`config.mk`:
```
export PLATFORM = sky130hd
export DESIGN_NAME = mont_exp_sequencer
export DESIGN_NICKNAME = d
export VERILOG_FILES = /design/src/rtl/mont_exp_sequencer.sv
export SDC_FILE = /design/constraint.sdc
export NUM_CORES = 1
export LEC_CHECK = 0
export BUFFER_PORTS_ARGS = -buffer_cell sky130_fd_sc_hd__buf_2
export CELL_PAD_IN_SITES_DETAIL_PLACEMENT = 1
export CELL_PAD_IN_SITES_GLOBAL_PLACEMENT = 2
export CORE_MARGIN = 2
export CORE_UTILIZATION = 33
export DETAILED_ROUTE_END_ITERATION = 10
export GPL_TIMING_DRIVEN = 0
export PLACE_DENSITY_LB_ADDON = 0.1
export SLEW_MARGIN = 0
export SYNTH_ARGS = -nofsm -noshare
export SYNTH_HDL_FRONTEND = slang
export SYNTH_SLANG_ARGS = --single-unit
```
`constraint.sdc`:
```
create_clock -name clk -period 3.88 [get_ports clk]
set_clock_uncertainty 0.15 [all_clocks]
set_input_delay 0.388 -clock clk [delete_from_list [all_inputs] [get_ports clk]]
set_output_delay 0.388 -clock clk [all_outputs]
set_load 0.02 [all_outputs]
```
`src/rtl/mont_exp_sequencer.sv`:
```
// rtl/mont_exp_sequencer.sv - left-to-right square-and-multiply sequencer for one shared Montgomery multiplier
//
// Ports:
//   clk        clock, all state changes on its rising edge
//   resetn     asynchronous active-low reset
//   start      request a new exponentiation (sampled only in IDLE)
//   abort      synchronous abort back to IDLE, highest priority
//   exponent   exponent, captured when start is accepted
//   mul_start  one-cycle pulse launching one Montgomery multiplication
//   mul_done   one-cycle pulse from the multiplier, result valid
//   a_sel      operand A select: 0 = X, 1 = A register
//   b_sel      operand B select: 0 = R^2 mod m, 1 = A, 2 = X~, 3 = constant 1
//   a_init     load the A register with R mod m
//   a_we       write multiplier result into the A register
//   xt_we      write multiplier result into the X~ register
//   busy       high whenever not IDLE
//   done       one-cycle pulse, final result is in the A register
//   op_count   mul_start pulses issued in the current or last run (saturating)

module mont_exp_sequencer #(
  parameter int WIDTH = 512,
  parameter int OPC_W = 11
) (
  input  logic             clk,
  input  logic             resetn,
  input  logic             start,
  input  logic             abort,
  input  logic [WIDTH-1:0] exponent,
  output logic             mul_start,
  input  logic             mul_done,
  output logic             a_sel,
  output logic [1:0]       b_sel,
  output logic             a_init,
  output logic             a_we,
  output logic             xt_we,
  output logic             busy,
  output logic             done,
  output logic [OPC_W-1:0] op_count
);

  localparam int IDX_W = (WIDTH > 1) ? $clog2(WIDTH) : 1;

  typedef enum logic [3:0] {
    IDLE       = 4'd0,
    INIT_ISSUE = 4'd1,
    INIT_WAIT  = 4'd2,
    SQ_ISSUE   = 4'd3,
    SQ_WAIT    = 4'd4,
    MUL_ISSUE  = 4'd5,
    MUL_WAIT   = 4'd6,
    NEXT       = 4'd7,
    FIN_ISSUE  = 4'd8,
    FIN_WAIT   = 4'd9,
    DONE       = 4'd10
  } state_t;

  state_t            state, state_nxt;
  logic [IDX_W-1:0]  idx, idx_nxt;
  logic [WIDTH-1:0]  exp_reg, exp_nxt;
  logic [OPC_W-1:0]  opc_reg, opc_nxt;
  logic [OPC_W-1:0]  opc_inc;

  // Saturating increment so a very long run never wraps back to a small count.
  assign opc_inc  = (&opc_reg) ? opc_reg : opc_reg + OPC_W'(1);
  assign op_count = opc_reg;

  always_ff @(posedge clk or negedge resetn) begin
    if (!resetn) begin
      state   <= IDLE;
      idx     <= '0;
      exp_reg <= '0;
      opc_reg <= '0;
    end else begin
      state   <= state_nxt;
      idx     <= idx_nxt;
      exp_reg <= exp_nxt;
      opc_reg <= opc_nxt;
    end
  end

  always_comb begin
    state_nxt = state;
    idx_nxt   = idx;
    exp_nxt   = exp_reg;
    opc_nxt   = opc_reg;
    mul_start = 1'b0;
    a_sel     = 1'b0;
    b_sel     = 2'd0;
    a_init    = 1'b0;
    a_we      = 1'b0;
    xt_we     = 1'b0;
    done      = 1'b0;
    busy      = (state != IDLE);

    case (state)
      IDLE: begin
        if (start) begin
          // Gated by resetn so no output can rise while reset is held.
          a_init    = resetn;
          state_nxt = INIT_ISSUE;
          exp_nxt   = exponent;
          idx_nxt   = IDX_W'(WIDTH - 1);
          opc_nxt   = '0;
        end
      end
      INIT_ISSUE: begin
        mul_start = 1'b1;
        opc_nxt   = opc_inc;
        state_nxt = INIT_WAIT;
      end
      INIT_WAIT: begin
        if (mul_done) begin
          xt_we     = 1'b1;
          state_nxt = SQ_ISSUE;
        end
      end
      SQ_ISSUE: begin
        mul_start = 1'b1;
        a_sel     = 1'b1;
        b_sel     = 2'd1;
        opc_nxt   = opc_inc;
        state_nxt = SQ_WAIT;
      end
      SQ_WAIT: begin
        a_sel = 1'b1;
        b_sel = 2'd1;
        if (mul_done) begin
          a_we      = 1'b1;
          state_nxt = exp_reg[idx] ? MUL_ISSUE : NEXT;
        end
      end
      MUL_ISSUE: begin
        mul_start = 1'b1;
        a_sel     = 1'b1;
        b_sel     = 2'd2;
        opc_nxt   = opc_inc;
        state_nxt = MUL_WAIT;
      end
      MUL_WAIT: begin
        a_sel = 1'b1;
        b_sel = 2'd2;
        if (mul_done) begin
          a_we      = 1'b1;
          state_nxt = NEXT;
        end
      end
      NEXT: begin
        if (idx == '0) begin
          state_nxt = FIN_ISSUE;
        end else begin
          idx_nxt   = idx - IDX_W'(1);
          state_nxt = SQ_ISSUE;
        end
      end
      FIN_ISSUE: begin
        mul_start = 1'b1;
        a_sel     = 1'b1;
        b_sel     = 2'd3;
        opc_nxt   = opc_inc;
        state_nxt = FIN_WAIT;
      end
      FIN_WAIT: begin
        a_sel = 1'b1;
        b_sel = 2'd3;
        if (mul_done) begin
          a_we      = 1'b1;
          state_nxt = DONE;
        end
      end
      DONE: begin
        done      = 1'b1;
        state_nxt = IDLE;
      end
      default: begin
        state_nxt = IDLE;
      end
    endcase

    // Abort wins over start and mul_done: no register update, no result
    // write and no completion pulse; op_count keeps its value.
    if (abort) begin
      state_nxt = IDLE;
      idx_nxt   = idx;
      exp_nxt   = exp_reg;
      opc_nxt   = opc_reg;
      a_init    = 1'b0;
      a_we      = 1'b0;
      xt_we     = 1'b0;
      done      = 1'b0;
    end
  end

endmodule

```
; Word-level counts from Yosys, hierarchy flattened
; Cells that the tools add are included.
; Widths: inputs -> output; s select.
[totals]
wordCells = 72
in_bits = 517
reg_bits = 536
[op_classes]
eq_ne = 18
n_reduce_logical = 16
n_addsub = 2
magnitude_cmp = 1
bitwise_logic = 1
muxes = 30
[ops]
columns = cell, count
row1 = $pmux 4 s10, 1
row2 = $mux 4, 7
row3 = $mux 11, 2
row4 = $pmux 11 s2, 1
row5 = $mux 9, 2
row6 = $pmux 9 s2, 1
row7 = $eq 4x3->1 const B, 4
row8 = $ne 3x3->1 const B, 5
row9 = $mux 1, 13
row10 = $eq 4x4->1 const B, 3
row11 = $add 11x1->11 const B, 1
row12 = $reduce_and 11->1, 1
row13 = $lt 9x10->1 const B, 1
row14 = $bmux 1 s9, 1
row15 = $logic_not 9->1, 1
row16 = $sub 9x1->9 const B, 1
row17 = $eq 4x2->1 const B, 2
row18 = $reduce_and 4->1, 2
row19 = $ne 2x2->1 const B, 3
row20 = $pmux 2 s3, 1
row21 = $reduce_or 2->1, 3
row22 = $reduce_or 6->1, 1
row23 = $reduce_and 5->1, 1
row24 = $eq 4x1->1 const B, 1
row25 = other kinds (8), 9

; Depth between registers and ports, before layout
[logic_depth]
word_depth = 6
ltp_mapped = 16

; Worst setup path before layout
; Ideal clock, no wire load.
[synth_timing]
path_kind = register to register
from = reg idx[0]
to = reg idx[7]
period_less_slack_ns = 3.120
path_stages_with_launch = 17
t_arrival_ns = 2.836
slack_ns = 0.760
path_cell_list = dfrtp_1 > buf_6 > buf_12 > buf_6 > buf_6 > buf_6 > buf_4 > inv_1 > ha_1 > nor2b_1 > nand4_1 > and3b_1 > clkbuf_1 > nand3_1 > nor3_1 > xnor2_1 > nand2_1
[synth_via]
elab_chain_len = 3
elab_cells_between_ends = 6
[synth_lines]
columns = item, line
row1 = "start, declared", 58  ; logic [IDX_W-1:0] idx, idx_nxt;
row2 = "start signal, assigned", 75  ; idx <= idx_nxt;
row3 = $sub 9x1->9 / $logic_not 9->1 (equally long branches), "151, 148"
row4 = $mux 9 / $ne 2x2->1 (equally long branches), n/a
row5 = $pmux 9 s2 / $reduce_and 4->1 (equally long branches), n/a
; Parallel ways exist; a longest one is shown, timed or not. The select of a mux whose other input is x is not followed.
; A chain may end at the register's enable or synchronous reset.

; Worst setup path after layout
[layout_timing]
from = reg idx[1]
to = reg state[1]
[layout_via]
elab_chain_len = 6
elab_cells_between_ends = 8
[layout_lines]
columns = item, line
row1 = $bmux 1 s9, 129  ; state_nxt = exp_reg[idx] ? MUL_ISSUE : NEXT;
row2 = $mux 1 (not written as such), 129
row3 = $mux 2, 129
row4 = $mux 4, 127  ; if (mul_done) begin
row5 = $pmux 4 s10 (*), 95  ; case (state)
row6 = $mux 4 (*), 181  ; if (abort) begin
row7 = "end signal, assigned", 74  ; state <= state_nxt;
row8 = "end, declared", 57  ; state_t state, state_nxt;
; Mark *: on every way between the ends. The rest lies on a longest branch, timed or not. The select of a mux whose other input is x is not followed.

==> flow_results.org <==
** Global route
- Antenna violations before repair :: 17
- In the global route stage, overall resource usage came out at 28.6%.
- Global-route wire length before repair :: around 170 mm
- Gr ovfl total :: 0
- Entering global routing, the biggest net connects around 120 pins.
- The via count of the first global-routing pass came to roughly 27,000.

** Yosys
- Synth area leader :: sky130_fd_sc_hd__dfrtp_1
- The most used flip-flop cell after synthesis is sky130_fd_sc_hd__dfrtp_1.
- Averaged over all synthesized cells, the footprint is 9.25 um2.
- Cell types with the largest area share after synthesis :: sky130_fd_sc_hd__dfrtp_1, sky130_fd_sc_hd__nand2_1, sky130_fd_sc_hd__mux4_2, sky130_fd_sc_hd__mux2i_1, sky130_fd_sc_hd__mux4_1
- Adder-cell share of the synthesized area :: less than 1%
- The number of nets in the synthesized netlist is ~3,200.
- Total standard cell area after synthesis :: approximately 25,000 um2
- In this run, synthesis inferred 0 flip-flops with an integrated enable.
- Ys Warns :: 0
- In the synthesized netlist, the number of instances is 2,688.
- Of all flip-flops after synthesis, the portion carrying an async set or reset was between 90% and 100%.
- Parity-gate share of the synthesized area counting xor and xnor cells :: less than 1%
- Measured against the total synthesized area, the mux share comes to between 10 and 15%.
- Portion of the post-synthesis area used by sequential elements :: a little over half
- Yosys mapped the design onto 64 distinct sky130hd cell types.
- The synthesized design devotes to its leading area cell type 53.9% of total area.
- Compound-cell area share of the yosys netlist :: 2.99%
- Of the total synthesized cell area, the portion taken by AND, OR, NAND and NOR gates is between 20% and 30%.
- After synthesis, the largest family of logic cells by area is simple AND/OR/NAND/NOR gates.
- Synthesis inferred 536 register bits.

** Timing
- At the pin with the least slew margin, the transition time is about 1200 ps.
- Final critical-path required period :: between 3000 and 4000 ps
- Setup repair after global routing could not meet its margin everywhere.
- The number of failing hold endpoints at the final stage is 0.
- The worst pin sits at a relative slew slack of approximately 21%.
- Static timing analysis puts the maximum clock frequency at 0.264 GHz.
- After layout, the worst path uses between 90% and 100% of the clock period.
- Once routing completed, OpenROAD measured the worst setup slack at about 90 ps.
- Number of max-slew violations in the final report :: 0
- Setup violations remaining at the end of the flow were counted as 0.
- Across all hold checks on the routed design, the worst slack comes to 95.2 ps.

** Placement
- The congestion estimate from routability-driven global placement came to 0.809.
- The wire-length estimate of the detail-placed layout is between 70 and 80 mm.
- Number of instances in the placed design :: ~4,200
- Input/output buffers :: roughly 540
- Timing analysis after detailed placement gives a worst setup slack of -618 ps.

** Floorplan
- 537 I/O pins were placed.
- Starting utilization of the core area :: 33.4%
- The floorplan step defined a die boundary enclosing 77,600 um2.
- Die width :: around 280 um
- The die is 279 um tall.
- The initialized floorplan defines 100 standard-cell rows.
- After floorplanning, the core was sized to cover about 75,000 um2.

** Drt
- The first detailed-routing pass took 5 iterations.
- In the routed layout, each cell is associated on average with a via count of slightly below 5.
- Wire length per cell :: around 23 um
- Total routed wirelength :: between 100 and 150 mm
- In this run the remaining antenna-violating nets after routing total 0.
- Vias :: around 24,000
- Violation count after the first detailed-route iteration :: approximately 1,300
- Detailed-route DRC error count :: 0

** Layout
- Footprint of the multi-input gates :: approximately 11,000 um2
- The register with the most flip-flops in the layout has between 500 and 600 of them.
- Final Instance Count excl. Fillers :: 4,835
- Layout cells sized above 1 :: between 20% and 30%
- Fin nets :: 4,324
- The area growth from synthesis to layout is 45.8%.
- The sequential cells in the finished layout cover a total of 13,400 um2.
- Number of fillers in the final layout :: roughly 8,600

** Setup path
- Path depth of the worst reg2reg path :: 10
- The startpoint identified for the worst register-to-register timing path is idx[1].
- Type of the worst setup path :: reg -> reg
- Endpoint of the lowest-slack register-to-register path :: state[1]
- Crit path capture type :: flop
- Maximum cell stage delay along the critical path :: 550 ps
- At the worst endpoint, the required time is 4270 ps.
- At the worst endpoint, the arrival time is between 4000 and 5000 ps.
- Worst setup SP type :: flop
- The slowest stage of the critical path is the sky130_fd_sc_hd__dfrtp_1 cell.
- Of all nets on the critical path, the largest fanout is 10.
- Reg2reg setup slack :: 90 ps
- Chain of cells forming the critical path :: buf_2, buf_4, buf_4, mux4_2, mux2i_1, a221oi_1, nor4_2, o311ai_1, nand4b_1, a41o_1
- Counting stages on the worst path, the most repeated cell is sky130_fd_sc_hd__buf_4.

** Worst hold path
- In this run the most critical hold path is launched from abort.
- For hold timing, the worst endpoint is state[3].
- In this run the worst hold path is classified as in -> reg.
- Number of cells traversed by the worst hold path :: 3

** Clocking
- TritonCTS buffer count :: 59
- Clock tree from TritonCTS :: built
- Skew-Pair Late Insertion Delay :: between 600 and 700 ps
- Clock-pin slew was measured on the worst setup and hold paths at 60 ps.
- The root buffer cell chosen for the clock tree is sky130_fd_sc_hd__clkbuf_16.
- Max H-tree Level :: 2
- CTS sink count :: around 540
- Number of buffers between clock root and the deepest sink :: 3

** Outcome
- The run finished with clean final reports.

** Pwr
- The analysis attributes to cell leakage a power of about 19 nW.
- Total power density per cell area :: 624 nW/um2
- Worst IR drop on VDD :: 0.401 mV

** Flow run
- The tool flagged a number of max-cap violations equal to 0.
power breakdown:
part / switching [mW] / internal [mW] / total, mW
sequential: 1.51 / 8.33 / 9.84
clock: 2.42 / 3.73 / 6.16
combinational: 3.48 / 3.13 / 6.62
through the flow:
step / area (um2) / power [mW] / utilization [%] / setup TNS [ps]
floorplan: 24900 / 13.7 / - / 0
global placement: 28800 / 15.6 / 38.6 / -4940320
detailed placement: 28900 / 16.1 / 38.8 / -1850
CTS: 36200 / 22.7 / 48.5 / 0
global route: 36200 / 24.1 / 48.6 / -16.1
finish: 36300 / 22.6 / 48.6 / 0
how the worst max path moves through the flow:
| stage | start | end | slack, ps | depth (start not counted) |
|---|---|---|---|---|
| 6_report | idx[1] | state[1] | 90 | 10 |
| 5_1_grt | idx[0] | idx[5] | -20 | 15 |
| 4_1_cts | idx[2] | state[1] | 0.7 | 9 |
| 3_5_place_dp | idx[1] | state[1] | -620 | 10 |
| 3_3_place_gp | resetn | exp_reg[346] | -8810 | 1 |
| 2_1_floorplan | idx[0] | idx[7] | 760 | 16 |
cells in the final DEF (no fill, tap or decap), types with 13 or more instances in the layout:
| cell | Yosys | routed |
|---|---|---|
| sky130_fd_sc_hd__a22oi_1 | 15 | 15 |
| sky130_fd_sc_hd__nand3_1 | 14 | 14 |
| sky130_fd_sc_hd__clkbuf_1 | 88 | 94 |
| sky130_fd_sc_hd__dlygate4sd3_1 | 0 | 514 |
| sky130_fd_sc_hd__clkbuf_16 | 0 | 59 |
| sky130_fd_sc_hd__buf_4 | 8 | 14 |
| sky130_fd_sc_hd__dfrtp_1 | 536 | 536 |
| sky130_fd_sc_hd__nor2_1 | 30 | 30 |
| sky130_fd_sc_hd__a21oi_1 | 17 | 17 |
| sky130_fd_sc_hd__mux2i_1 | 55 | 55 |
| sky130_fd_sc_hd__mux4_2 | 94 | 94 |
| sky130_fd_sc_hd__clkbuf_8 | 0 | 15 |
| sky130_fd_sc_hd__nand2_1 | 1569 | 1569 |
| sky130_fd_sc_hd__mux4_1 | 15 | 15 |
| sky130_fd_sc_hd__buf_2 | 57 | 587 |
| sky130_fd_sc_hd__diode_2 | 0 | 13 |
synth_stat cells, types with 8 or more instances:
cell and n:
sky130_fd_sc_hd__nand2_1 1569, sky130_fd_sc_hd__dfrtp_1 536, sky130_fd_sc_hd__mux4_2 94, sky130_fd_sc_hd__clkbuf_1 88
sky130_fd_sc_hd__buf_2 57, sky130_fd_sc_hd__mux2i_1 55, sky130_fd_sc_hd__nor2_1 30, sky130_fd_sc_hd__a21oi_1 17
sky130_fd_sc_hd__a22oi_1 15, sky130_fd_sc_hd__mux4_1 15, sky130_fd_sc_hd__nand3_1 14, sky130_fd_sc_hd__nor3_1 14
sky130_fd_sc_hd__a221oi_1 12, sky130_fd_sc_hd__a211oi_1 10, sky130_fd_sc_hd__o21ai_0 10, sky130_fd_sc_hd__buf_6 9
sky130_fd_sc_hd__nor2b_1 9, sky130_fd_sc_hd__xor2_1 9, sky130_fd_sc_hd__buf_4 8, sky130_fd_sc_hd__nand2b_1 8
sky130_fd_sc_hd__nand4_1 8, sky130_fd_sc_hd__o22ai_1 8
final cells by class:
class	instances	share of cell area, %
diodes	13	0.0897
plain buffers	168	2.45
clock buffers	84	4.74
clock inverters	25	1.06
inverters	6	0.0621
multi-input cells	1976	29.2
flip-flops and latches	536	37.0
well taps	969	3.34
repair buffers	1058	22.0
cells by family (layout without fill, tap and decap cells):
logic type,count (synthesis),after routing
compound gates,105,105
xor+xnor,16,16
fa+ha+maj,2,2
buf+inv,176,1341
flops,536,536
mux,171,171
other cells,0,13
simple gates,1682,1682
worst max-delay path, delay by kind of cell, from the launching register on:
family          cells  cell delay (ps)
flops               1              550
simple gates        2              630
mux                 2              670
compound gates      3              640
buf+inv             3             1060
layer usage:
metal / track usage [%] / share of wire [%] / vias to the layer above
li1: - / - / 10950
met1: 35.1 / 41 / 12011
met2: 50.1 / 50 / 662
met3: 4.59 / 4.4 / 256
met4: 11.9 / 4.4 / 20
met5: 0 / 0.11 / -
what timing repair did:
item,CTS,global route
pin swaps,1,0
hold endpoints to repair,611,0
setup buffers,1,2
hold buffers,514,0
resized for setup,13,4
endpoints found under the setup margin,7,3
(Power assumes the default switching activity.)
